===== src/rtl/alu_fe_pkg.sv =====
// Shared definitions for the ALU command front end: opcodes, the command
// marker, the FSM state encoding and the status-byte layout.
package alu_fe_pkg;

  localparam logic [1:0] OP_ADD = 2'b00;
  localparam logic [1:0] OP_SUB = 2'b01;
  localparam logic [1:0] OP_MUL = 2'b10;
  localparam logic [1:0] OP_DIV = 2'b11;

  localparam logic [3:0] CMD_MARKER = 4'hA;

  // Bit positions inside the status byte {6'b0, div0, carry}
  localparam int STAT_CARRY_BIT = 0;
  localparam int STAT_DIV0_BIT  = 1;

  typedef enum logic [2:0] {
    ST_IDLE  = 3'd0,
    ST_GET_A = 3'd1,
    ST_GET_B = 3'd2,
    ST_EXEC  = 3'd3,
    ST_WAIT  = 3'd4,
    ST_TX    = 3'd5
  } fe_state_t;

  // A command byte is accepted only with the marker nibble and zero reserved bits
  function automatic logic is_valid_cmd(input logic [7:0] b);
    return (b[7:4] == CMD_MARKER) && (b[3:2] == 2'b00);
  endfunction

endpackage


===== src/rtl/alu_cmd_frontend_if.sv =====
// Bundle of the byte receiver, ALU and byte transmitter signals seen by the
// command front end.
//
// Handshake rule for both byte streams: a byte moves on a rising clock edge
// where valid && ready are both high; the source holds data and valid stable
// until that edge, and ready never depends combinationally on valid.
interface alu_cmd_frontend_if #(parameter int Width = 16);
  logic [7:0]       rx_data;
  logic             rx_valid;
  logic             rx_ready;
  logic [1:0]       alu_fun;
  logic             arith_enable;
  logic [Width-1:0] A;
  logic [Width-1:0] B;
  logic [Width-1:0] arith_out;
  logic             carry_out;
  logic             arith_flag;
  logic [7:0]       tx_data;
  logic             tx_valid;
  logic             tx_ready;
  logic             cmd_err;

  // Front end side
  modport master (
    input  rx_data, rx_valid, arith_out, carry_out, arith_flag, tx_ready,
    output rx_ready, alu_fun, arith_enable, A, B, tx_data, tx_valid, cmd_err
  );

  // Byte source / ALU / byte sink side
  modport slave (
    output rx_data, rx_valid, arith_out, carry_out, arith_flag, tx_ready,
    input  rx_ready, alu_fun, arith_enable, A, B, tx_data, tx_valid, cmd_err
  );
endinterface


===== src/rtl/alu_result_serializer.sv =====
// Holds the response (result bytes then status byte) and shifts it out one
// byte per tx handshake. A load pulse starts a response; done marks the
// handshake edge of the status byte.
module alu_result_serializer
  import alu_fe_pkg::*;
#(
  parameter int Width = 16
) (
  input  logic             i_clk,
  input  logic             i_rst,
  input  logic             i_load,
  input  logic [Width-1:0] i_result,
  input  logic             i_carry,
  input  logic             i_div0,
  input  logic             i_tx_ready,
  output logic [7:0]       o_tx_data,
  output logic             o_tx_valid,
  output logic             o_done
);

  localparam int NB = Width / 8;
  localparam int IW = $clog2(NB + 1);

  logic [Width+7:0] r_shift;
  logic [IW-1:0]    r_idx;
  logic             r_valid;
  logic [7:0]       w_status;
  logic             w_xfer;
  logic             w_last;

  // Assemble the status byte from its flag bits
  always_comb begin
    w_status                 = '0;
    w_status[STAT_CARRY_BIT] = i_carry;
    w_status[STAT_DIV0_BIT]  = i_div0;
  end

  assign w_xfer = r_valid && i_tx_ready;
  assign w_last = (r_idx == IW'(NB));

  // Load the response, then shift a byte out on each accepted handshake
  always_ff @(posedge i_clk or posedge i_rst) begin
    if (i_rst) begin
      r_shift <= '0;
      r_idx   <= '0;
      r_valid <= 1'b0;
    end else if (i_load) begin
      r_shift <= {w_status, i_result};
      r_idx   <= '0;
      r_valid <= 1'b1;
    end else if (w_xfer) begin
      r_shift <= r_shift >> 8;
      if (w_last) begin
        r_idx   <= '0;
        r_valid <= 1'b0;
      end else begin
        r_idx <= r_idx + IW'(1);
      end
    end
  end

  assign o_tx_data  = r_shift[7:0];
  assign o_tx_valid = r_valid;
  assign o_done     = w_xfer && w_last;

endmodule


===== src/rtl/alu_cmd_frontend.sv =====
// Command front end for the arithmetic unit: parses command frames from the
// byte receiver, fires the ALU once, captures its result and hands the
// response to the serializer. Divide-by-zero is answered locally.
module alu_cmd_frontend
  import alu_fe_pkg::*;
#(
  parameter int Width = 16
) (
  input  logic                CLK,
  input  logic                RST,
  alu_cmd_frontend_if.master  bus,
  output fe_state_t           dbg_state,
  output logic                dbg_flag_err
);

  localparam int NB = Width / 8;
  localparam int CW = (NB > 1) ? $clog2(NB) : 1;

  fe_state_t        r_state, w_next;
  logic [1:0]       r_fun;
  logic [Width-1:0] r_a, r_b, w_b_next;
  logic [CW-1:0]    r_cnt;
  logic             r_cmd_err;
  logic             w_rx_ready, w_rx_fire, w_last_byte, w_div0;
  logic             w_load, w_ld_div0, w_ld_carry, w_done;
  logic [Width-1:0] w_ld_result;

  assign w_rx_ready  = (r_state == ST_IDLE) || (r_state == ST_GET_A) || (r_state == ST_GET_B);
  assign w_rx_fire   = bus.rx_valid && w_rx_ready;
  assign w_last_byte = (r_cnt == CW'(NB - 1));

  // B as it will be once the incoming byte lands, for the div-by-zero test
  always_comb begin
    w_b_next                = r_b;
    w_b_next[r_cnt*8 +: 8]  = bus.rx_data;
  end

  assign w_div0 = (r_fun == OP_DIV) && (w_b_next == '0);

  // State register
  always_ff @(posedge CLK or posedge RST) begin
    if (RST) r_state <= ST_IDLE;
    else     r_state <= w_next;
  end

  // Next-state decode and serializer load control
  always_comb begin
    w_next      = r_state;
    w_load      = 1'b0;
    w_ld_result = '0;
    w_ld_carry  = 1'b0;
    w_ld_div0   = 1'b0;
    case (r_state)
      ST_IDLE:  if (w_rx_fire && is_valid_cmd(bus.rx_data)) w_next = ST_GET_A;
      ST_GET_A: if (w_rx_fire && w_last_byte) w_next = ST_GET_B;
      ST_GET_B: begin
        if (w_rx_fire && w_last_byte) begin
          if (w_div0) begin
            w_next    = ST_TX;
            w_load    = 1'b1;
            w_ld_div0 = 1'b1;
          end else begin
            w_next = ST_EXEC;
          end
        end
      end
      ST_EXEC:  w_next = ST_WAIT;
      ST_WAIT: begin
        w_next      = ST_TX;
        w_load      = 1'b1;
        w_ld_result = bus.arith_out;
        w_ld_carry  = bus.carry_out;
      end
      ST_TX:    if (w_done) w_next = ST_IDLE;
      default:  w_next = ST_IDLE;
    endcase
  end

  // Opcode latch, operand assembly and invalid-command pulse
  always_ff @(posedge CLK or posedge RST) begin
    if (RST) begin
      r_fun     <= '0;
      r_a       <= '0;
      r_b       <= '0;
      r_cnt     <= '0;
      r_cmd_err <= 1'b0;
    end else begin
      r_cmd_err <= 1'b0;
      if (w_rx_fire) begin
        case (r_state)
          ST_IDLE: begin
            if (is_valid_cmd(bus.rx_data)) begin
              r_fun <= bus.rx_data[1:0];
              r_cnt <= '0;
            end else begin
              r_cmd_err <= 1'b1;
            end
          end
          ST_GET_A: begin
            r_a[r_cnt*8 +: 8] <= bus.rx_data;
            r_cnt <= w_last_byte ? '0 : r_cnt + CW'(1);
          end
          ST_GET_B: begin
            r_b   <= w_b_next;
            r_cnt <= w_last_byte ? '0 : r_cnt + CW'(1);
          end
          default: ;
        endcase
      end
    end
  end

  alu_result_serializer #(.Width(Width)) u_ser (
    .i_clk      (CLK),
    .i_rst      (RST),
    .i_load     (w_load),
    .i_result   (w_ld_result),
    .i_carry    (w_ld_carry),
    .i_div0     (w_ld_div0),
    .i_tx_ready (bus.tx_ready),
    .o_tx_data  (bus.tx_data),
    .o_tx_valid (bus.tx_valid),
    .o_done     (w_done)
  );

  assign bus.rx_ready     = w_rx_ready;
  assign bus.alu_fun      = r_fun;
  assign bus.A            = r_a;
  assign bus.B            = r_b;
  assign bus.arith_enable = (r_state == ST_EXEC);
  assign bus.cmd_err      = r_cmd_err;

  assign dbg_state    = r_state;
  assign dbg_flag_err = (r_state == ST_WAIT) && !bus.arith_flag;

endmodule


===== src/flat_wrapper.sv =====
// flat-port wrapper written by rule: the top's interface ports become plain ports
module alu_cmd_frontend_flat import alu_fe_pkg::*;
#(
  parameter int Width = 16
)
  (CLK, RST, dbg_state, dbg_flag_err, bus_rx_data, bus_rx_valid, bus_arith_out, bus_carry_out, bus_arith_flag, bus_tx_ready, bus_rx_ready, bus_alu_fun, bus_arith_enable, bus_A, bus_B, bus_tx_data, bus_tx_valid, bus_cmd_err);
  alu_cmd_frontend_if #(.Width(Width)) bus_i ();
  input  logic CLK;
  input  logic RST;
  output fe_state_t dbg_state;
  output logic dbg_flag_err;
  input wire logic [$bits(bus_i.rx_data)-1:0] bus_rx_data;
  input wire logic [$bits(bus_i.rx_valid)-1:0] bus_rx_valid;
  input wire logic [$bits(bus_i.arith_out)-1:0] bus_arith_out;
  input wire logic [$bits(bus_i.carry_out)-1:0] bus_carry_out;
  input wire logic [$bits(bus_i.arith_flag)-1:0] bus_arith_flag;
  input wire logic [$bits(bus_i.tx_ready)-1:0] bus_tx_ready;
  output wire logic [$bits(bus_i.rx_ready)-1:0] bus_rx_ready;
  output wire logic [$bits(bus_i.alu_fun)-1:0] bus_alu_fun;
  output wire logic [$bits(bus_i.arith_enable)-1:0] bus_arith_enable;
  output wire logic [$bits(bus_i.A)-1:0] bus_A;
  output wire logic [$bits(bus_i.B)-1:0] bus_B;
  output wire logic [$bits(bus_i.tx_data)-1:0] bus_tx_data;
  output wire logic [$bits(bus_i.tx_valid)-1:0] bus_tx_valid;
  output wire logic [$bits(bus_i.cmd_err)-1:0] bus_cmd_err;
  assign bus_i.rx_data = bus_rx_data;
  assign bus_i.rx_valid = bus_rx_valid;
  assign bus_i.arith_out = bus_arith_out;
  assign bus_i.carry_out = bus_carry_out;
  assign bus_i.arith_flag = bus_arith_flag;
  assign bus_i.tx_ready = bus_tx_ready;
  assign bus_rx_ready = bus_i.rx_ready;
  assign bus_alu_fun = bus_i.alu_fun;
  assign bus_arith_enable = bus_i.arith_enable;
  assign bus_A = bus_i.A;
  assign bus_B = bus_i.B;
  assign bus_tx_data = bus_i.tx_data;
  assign bus_tx_valid = bus_i.tx_valid;
  assign bus_cmd_err = bus_i.cmd_err;
  alu_cmd_frontend #(.Width(Width)) u_core (.CLK(CLK), .RST(RST), .bus(bus_i), .dbg_state(dbg_state), .dbg_flag_err(dbg_flag_err));
endmodule

===== config.mk =====
export PLATFORM = sky130hd
export DESIGN_NAME = alu_cmd_frontend_flat
export DESIGN_NICKNAME = d
export VERILOG_FILES = /design/src/rtl/alu_fe_pkg.sv /design/src/rtl/alu_cmd_frontend_if.sv /design/src/rtl/alu_result_serializer.sv /design/src/rtl/alu_cmd_frontend.sv /design/src/flat_wrapper.sv
export SDC_FILE = /design/constraint.sdc
export NUM_CORES = 1
export LEC_CHECK = 0
export ABC_AREA = 1
export CORE_UTILIZATION = 45
export CTS_CLUSTER_SIZE = 10
export DETAILED_ROUTE_END_ITERATION = 16
export PLACE_DENSITY = 0.75
export SKIP_LAST_GASP = 1
export SYNTH_ARGS = -nofsm -noshare
export SYNTH_HDL_FRONTEND = slang
export SYNTH_HIERARCHICAL = 1
export SYNTH_SLANG_ARGS = --single-unit

===== constraint.sdc =====
create_clock -name CLK -period 2.05 [get_ports CLK]
set_input_delay 0.205 -clock CLK [delete_from_list [all_inputs] [get_ports CLK]]
set_output_delay 0.205 -clock CLK [all_outputs]
set_load 0.02 [all_outputs]

==> impl_metrics.yaml, run 1 <==
outcome:
  run_status: "finished, violations left"
  violations: "design-rule violations, negative setup slack"
route:
  dr.pass1.iters: 13
  wl_um: 8590
  wl_per_cell_um: 14.8
  drc: 2
  final_antenna_net_count: 0
  viasPerCell: 5.14
  drt_iter0_markers: 234
  via_count: 2987
setup_path:
  path_cells: "clkbuf_16 -> nand2_2 -> nand2_2 -> nand3_2 -> nor2_4 -> nand4_4 -> o21ai_2 -> buf_6 -> buf_6 -> clkinv_8 -> nand2_2 -> nand2_1 -> nand2_1 -> nand2_1"
  cp.required_ns: 2.28
  worstPathArrival_ns: 2.39
  cp_slowest_cell: "dfrtp_2"
  crit_path_end_kind: "flip-flop"
  crit_path_max_fanout: 6
  cp-start-kind: "flip-flop"
  path_buf_inv: 4
  critPathMaxStageDelay_ns: 0.55
  crit_family: "simple AND/OR/NAND/NOR gates"
  crit_type: "reg2reg"
synth:
  syn_inst: 400
  syn_area_per_cell_um2: 7.72
  synthSimpleGateAreaFrac: 0.313
  synth_top_family_by_area: "simple AND/OR/NAND/NOR gates"
  synth_top_area_share: 0.486
  synth_area_um2: 3090
  synth_area_leaders: "dfrtp_1, nand2_1, nor2_1, inv_1, o21ai_1"
  ys_seq_elements: 60
  synth_top_area_cell: "dfrtp_1"
  synthMuxAreaShare: 0
  yosysSeqAreaShare: 0.486
  synth_compound_area_frac: 0.0928
  synth_edf_count: 0
  synthXorXnorAreaFrac: 0
  synth_fa_ha_area_frac: 0
  ys.warnings.count: 6
  synth_fp_nets: 430
  ys_types: 27
  async_flop_share: 1.00
  synth_ff_type: "dfrtp_1"
power:
  intPower_mw: 3.62
  swShare: 0.429
  pwr-share-comb: 0.527
  clockPowerShare: 0.165
  seqPwrFrac: 0.308
  ir_worst_vdd_mv: 0.927
  powerDensity_nw_per_um2: 1390
  netSwitchingPower_mw: 2.72
  leakage_nw: 2.29
die:
  fp-row-count: 29
  dieArea_um2: 7200
  die_height_um: 84.9
  core-area_um2: 6490
  start_util: 0.476
  die_w_um: 84.9
  io_pins: 80
timing:
  report.final.setup_viol: 19
  fin_crit_sh: 1.05
  hold_violations: 0
  fin_worst_skew_ns: 0.00677
  tightestPinTransition_ns: 0.516
  rsz0062_at_grt: "yes"
  period_needed_ns: 2.16
  max_freq_ghz: 0.462
  max_slew_margin: 0.656
  worst_slack_ns: -0.112
  finalMaxSlewViolations: 0
clock_network:
  cts_root_buf: "clkbuf_8"
  cts_sinks: 60
  holdBufCountCts: 0
  clk_pin_slew_ns: 0.07
  clockBufferDepth: 2
  cts.htree.levels: 3
  clock_latency_ns: 0.33
  cts_made_buffers: 9
  cts_tree: "yes"
grt:
  grt_pass1_vias: 2700
  track_usage: 0.225
  grt.overflow.total: 0
  grt_max_degree: 40
  grt_pass1_wl_um: 12700
  antenna_found_initial: 0
placed_design:
  hpwl_um: 5440
  placedCellCount: 552
  io_buffers: 79
  dpl_worst_slack_ns: -0.0896
  placedInstanceArea_um2: 3980
  gp_congestion: 0.853
layout:
  regArea_um2: 1500
  multiInputGateArea_um2: 1440
  fillerInstances: 471
  postLayoutCellArea_um2: 4550
  num_antenna_cells: 0
  layout.nets: 530
  drive_gt1_frac: 0.242
  syn_to_final_growth_pct: 47.3
  final_cells: 581
flow_run:
  maxCapViolations: 0
hold_path:
  hp-class: "in2async"
[path summary, 6_finish.rpt]
| check | startpoint | endpoint | slack (ns) | cells after the start |
|---|---|---|---|---|
| min | RST | u_core/u_ser/o_tx_valid | 0.23 | 3 |
| max reg2reg | u_core/r_cnt | u_core/u_ser/r_shift[1] | -0.11 | 14 |
| max | u_core/r_cnt | u_core/u_ser/r_shift[1] | -0.11 | 14 |
| min in group CLK | u_core/bus.A[3] | u_core/bus.A[3] | 0.49 | 2 |
| max in group asynchronous | RST | u_core/r_cnt | 1.33 | 3 |
| min reg2reg | u_core/bus.A[3] | u_core/bus.A[3] | 0.49 | 2 |
[synth_stat cells (3+ instances only)]
master,instances
a31oi_1,10
buf_2,6
buf_4,11
dfrtp_1,60
inv_1,35
inv_2,8
nand2_1,133
nand2_2,9
nand2_4,4
nand3_1,20
nand4_1,3
nor2_1,44
nor2_2,5
o21ai_0,12
o21ai_1,24
[routing by layer]
| metal | global-route usage | part of all wire |
|---|---|---|
| met1 | 0.299 | 0.44 |
| met2 | 0.367 | 0.50 |
| met3 | 0.0496 | 0.049 |
| met4 | 0.0770 | 0.017 |
| met5 | 0 | 0 |
[layout by cell type (no fill, tap or decap)]
cell / instances
clkinv_8: 2
clkinv_2: 3
dlymetal6s2s_1: 1
o21ai_0: 9
nand3_1: 18
inv_1: 35
o21bai_1: 1
o21ai_1: 22
nor2_4: 3
buf_6: 4
nand3_2: 4
clkinvlp_4: 1
o21ai_4: 2
a31oi_1: 10
clkbuf_8: 10
nor3_2: 1
inv_6: 1
buf_4: 19
nand4_1: 3
buf_12: 3
nand2_4: 10
clkdlybuf4s50_1: 78
bufinv_16: 1
o21ai_2: 5
nor3b_1: 1
clkbuf_16: 3
a21oi_1: 2
nor2_1: 40
nand2_2: 33
nor2_2: 6
nand4_4: 1
dfrtp_1: 59
nand2_1: 103
dfrtp_2: 1
a21oi_2: 1
inv_8: 1
inv_2: 7
[sequential cells by signal, summed over array words and instances (netlist names)]
signal / count
u_core/u_ser/r_shift: 18
u_core/bus.A: 16
u_core/bus.B: 16
u_core/dbg_state: 3
u_core/bus.alu_fun: 2
u_core/u_ser/r_idx: 2
u_core/bus.cmd_err: 1
u_core/r_cnt: 1
u_core/u_ser/o_tx_valid: 1
[power by group through the flow]
stage | Combinational [mW] | Sequential [mW] | Clock, mW
3_3_place_gp | 2.81 | 1.91 | 0
4_1_cts | 2.88 | 1.90 | 1.07
5_1_grt | 3.57 | 2.01 | 1.13
2_1_floorplan | 1.27 | 2.31 | 0
3_5_place_dp | 2.87 | 1.92 | 0
6_report | 3.34 | 1.96 | 1.05
[logic make-up after synthesis]
family | Yosys count
simple gates | 223
buf+inv | 65
flops | 60
compound gates | 52
[stage by stage]
| stage | setup TNS, ns | util | hold slack, ns | power (mW) |
|---|---|---|---|---|
| 2_1_floorplan | 0 | - | 0.182 | 3.58 |
| 3_3_place_gp | -0.389 | 0.613 | 0.474 | 4.72 |
| 3_5_place_dp | -0.720 | 0.613 | 0.477 | 4.78 |
| 4_1_cts | 0 | 0.642 | 0.233 | 5.86 |
| 5_1_grt | -2.37 | 0.701 | 0.278 | 6.71 |
| 6_report | -0.797 | 0.701 | 0.230 | 6.34 |
[worst register-to-register path, stage by stage (launching register included)]
cell and delay, ns:
dfrtp_2 0.55, clkbuf_16 0.22, nand2_2 0.06, nand2_2 0.09
nand3_2 0.11, nor2_4 0.15, nand4_4 0.11, o21ai_2 0.15
buf_6 0.18, buf_6 0.14, clkinv_8 0.07, nand2_2 0.05
nand2_1 0.05, nand2_1 0.07, nand2_1 0.05
[area by class of cell]
cell class                 instances  area share
sequential                        60       0.330
multi-input combinational        275       0.315
timing repair buffer             108       0.245
inverter                          44      0.0407
clock buffer                      10      0.0302
tap                               77      0.0212
clock inverter                     5      0.0115
timing repair inverter             2     0.00550
[timing repair]
action                                  CTS  global route
setup buffers                             0             8
gates resized for setup                   0            68
endpoints found under the setup margin    0            21
(Power assumes the default switching activity.)
==> run 2, diff against run 1 <==
--- a/config.mk
+++ b/config.mk
@@ -6,9 +6,11 @@
 export NUM_CORES = 1
 export LEC_CHECK = 0
 export ABC_AREA = 1
+export CAP_MARGIN = 10
 export CORE_UTILIZATION = 45
 export CTS_CLUSTER_SIZE = 10
 export DETAILED_ROUTE_END_ITERATION = 16
+export HOLD_SLACK_MARGIN = 0.15
 export PLACE_DENSITY = 0.75
 export SKIP_LAST_GASP = 1
 export SYNTH_ARGS = -nofsm -noshare
==> results of run 2 <==
Same layout as run 1: the final DEF is identical, and so are final timing and power.
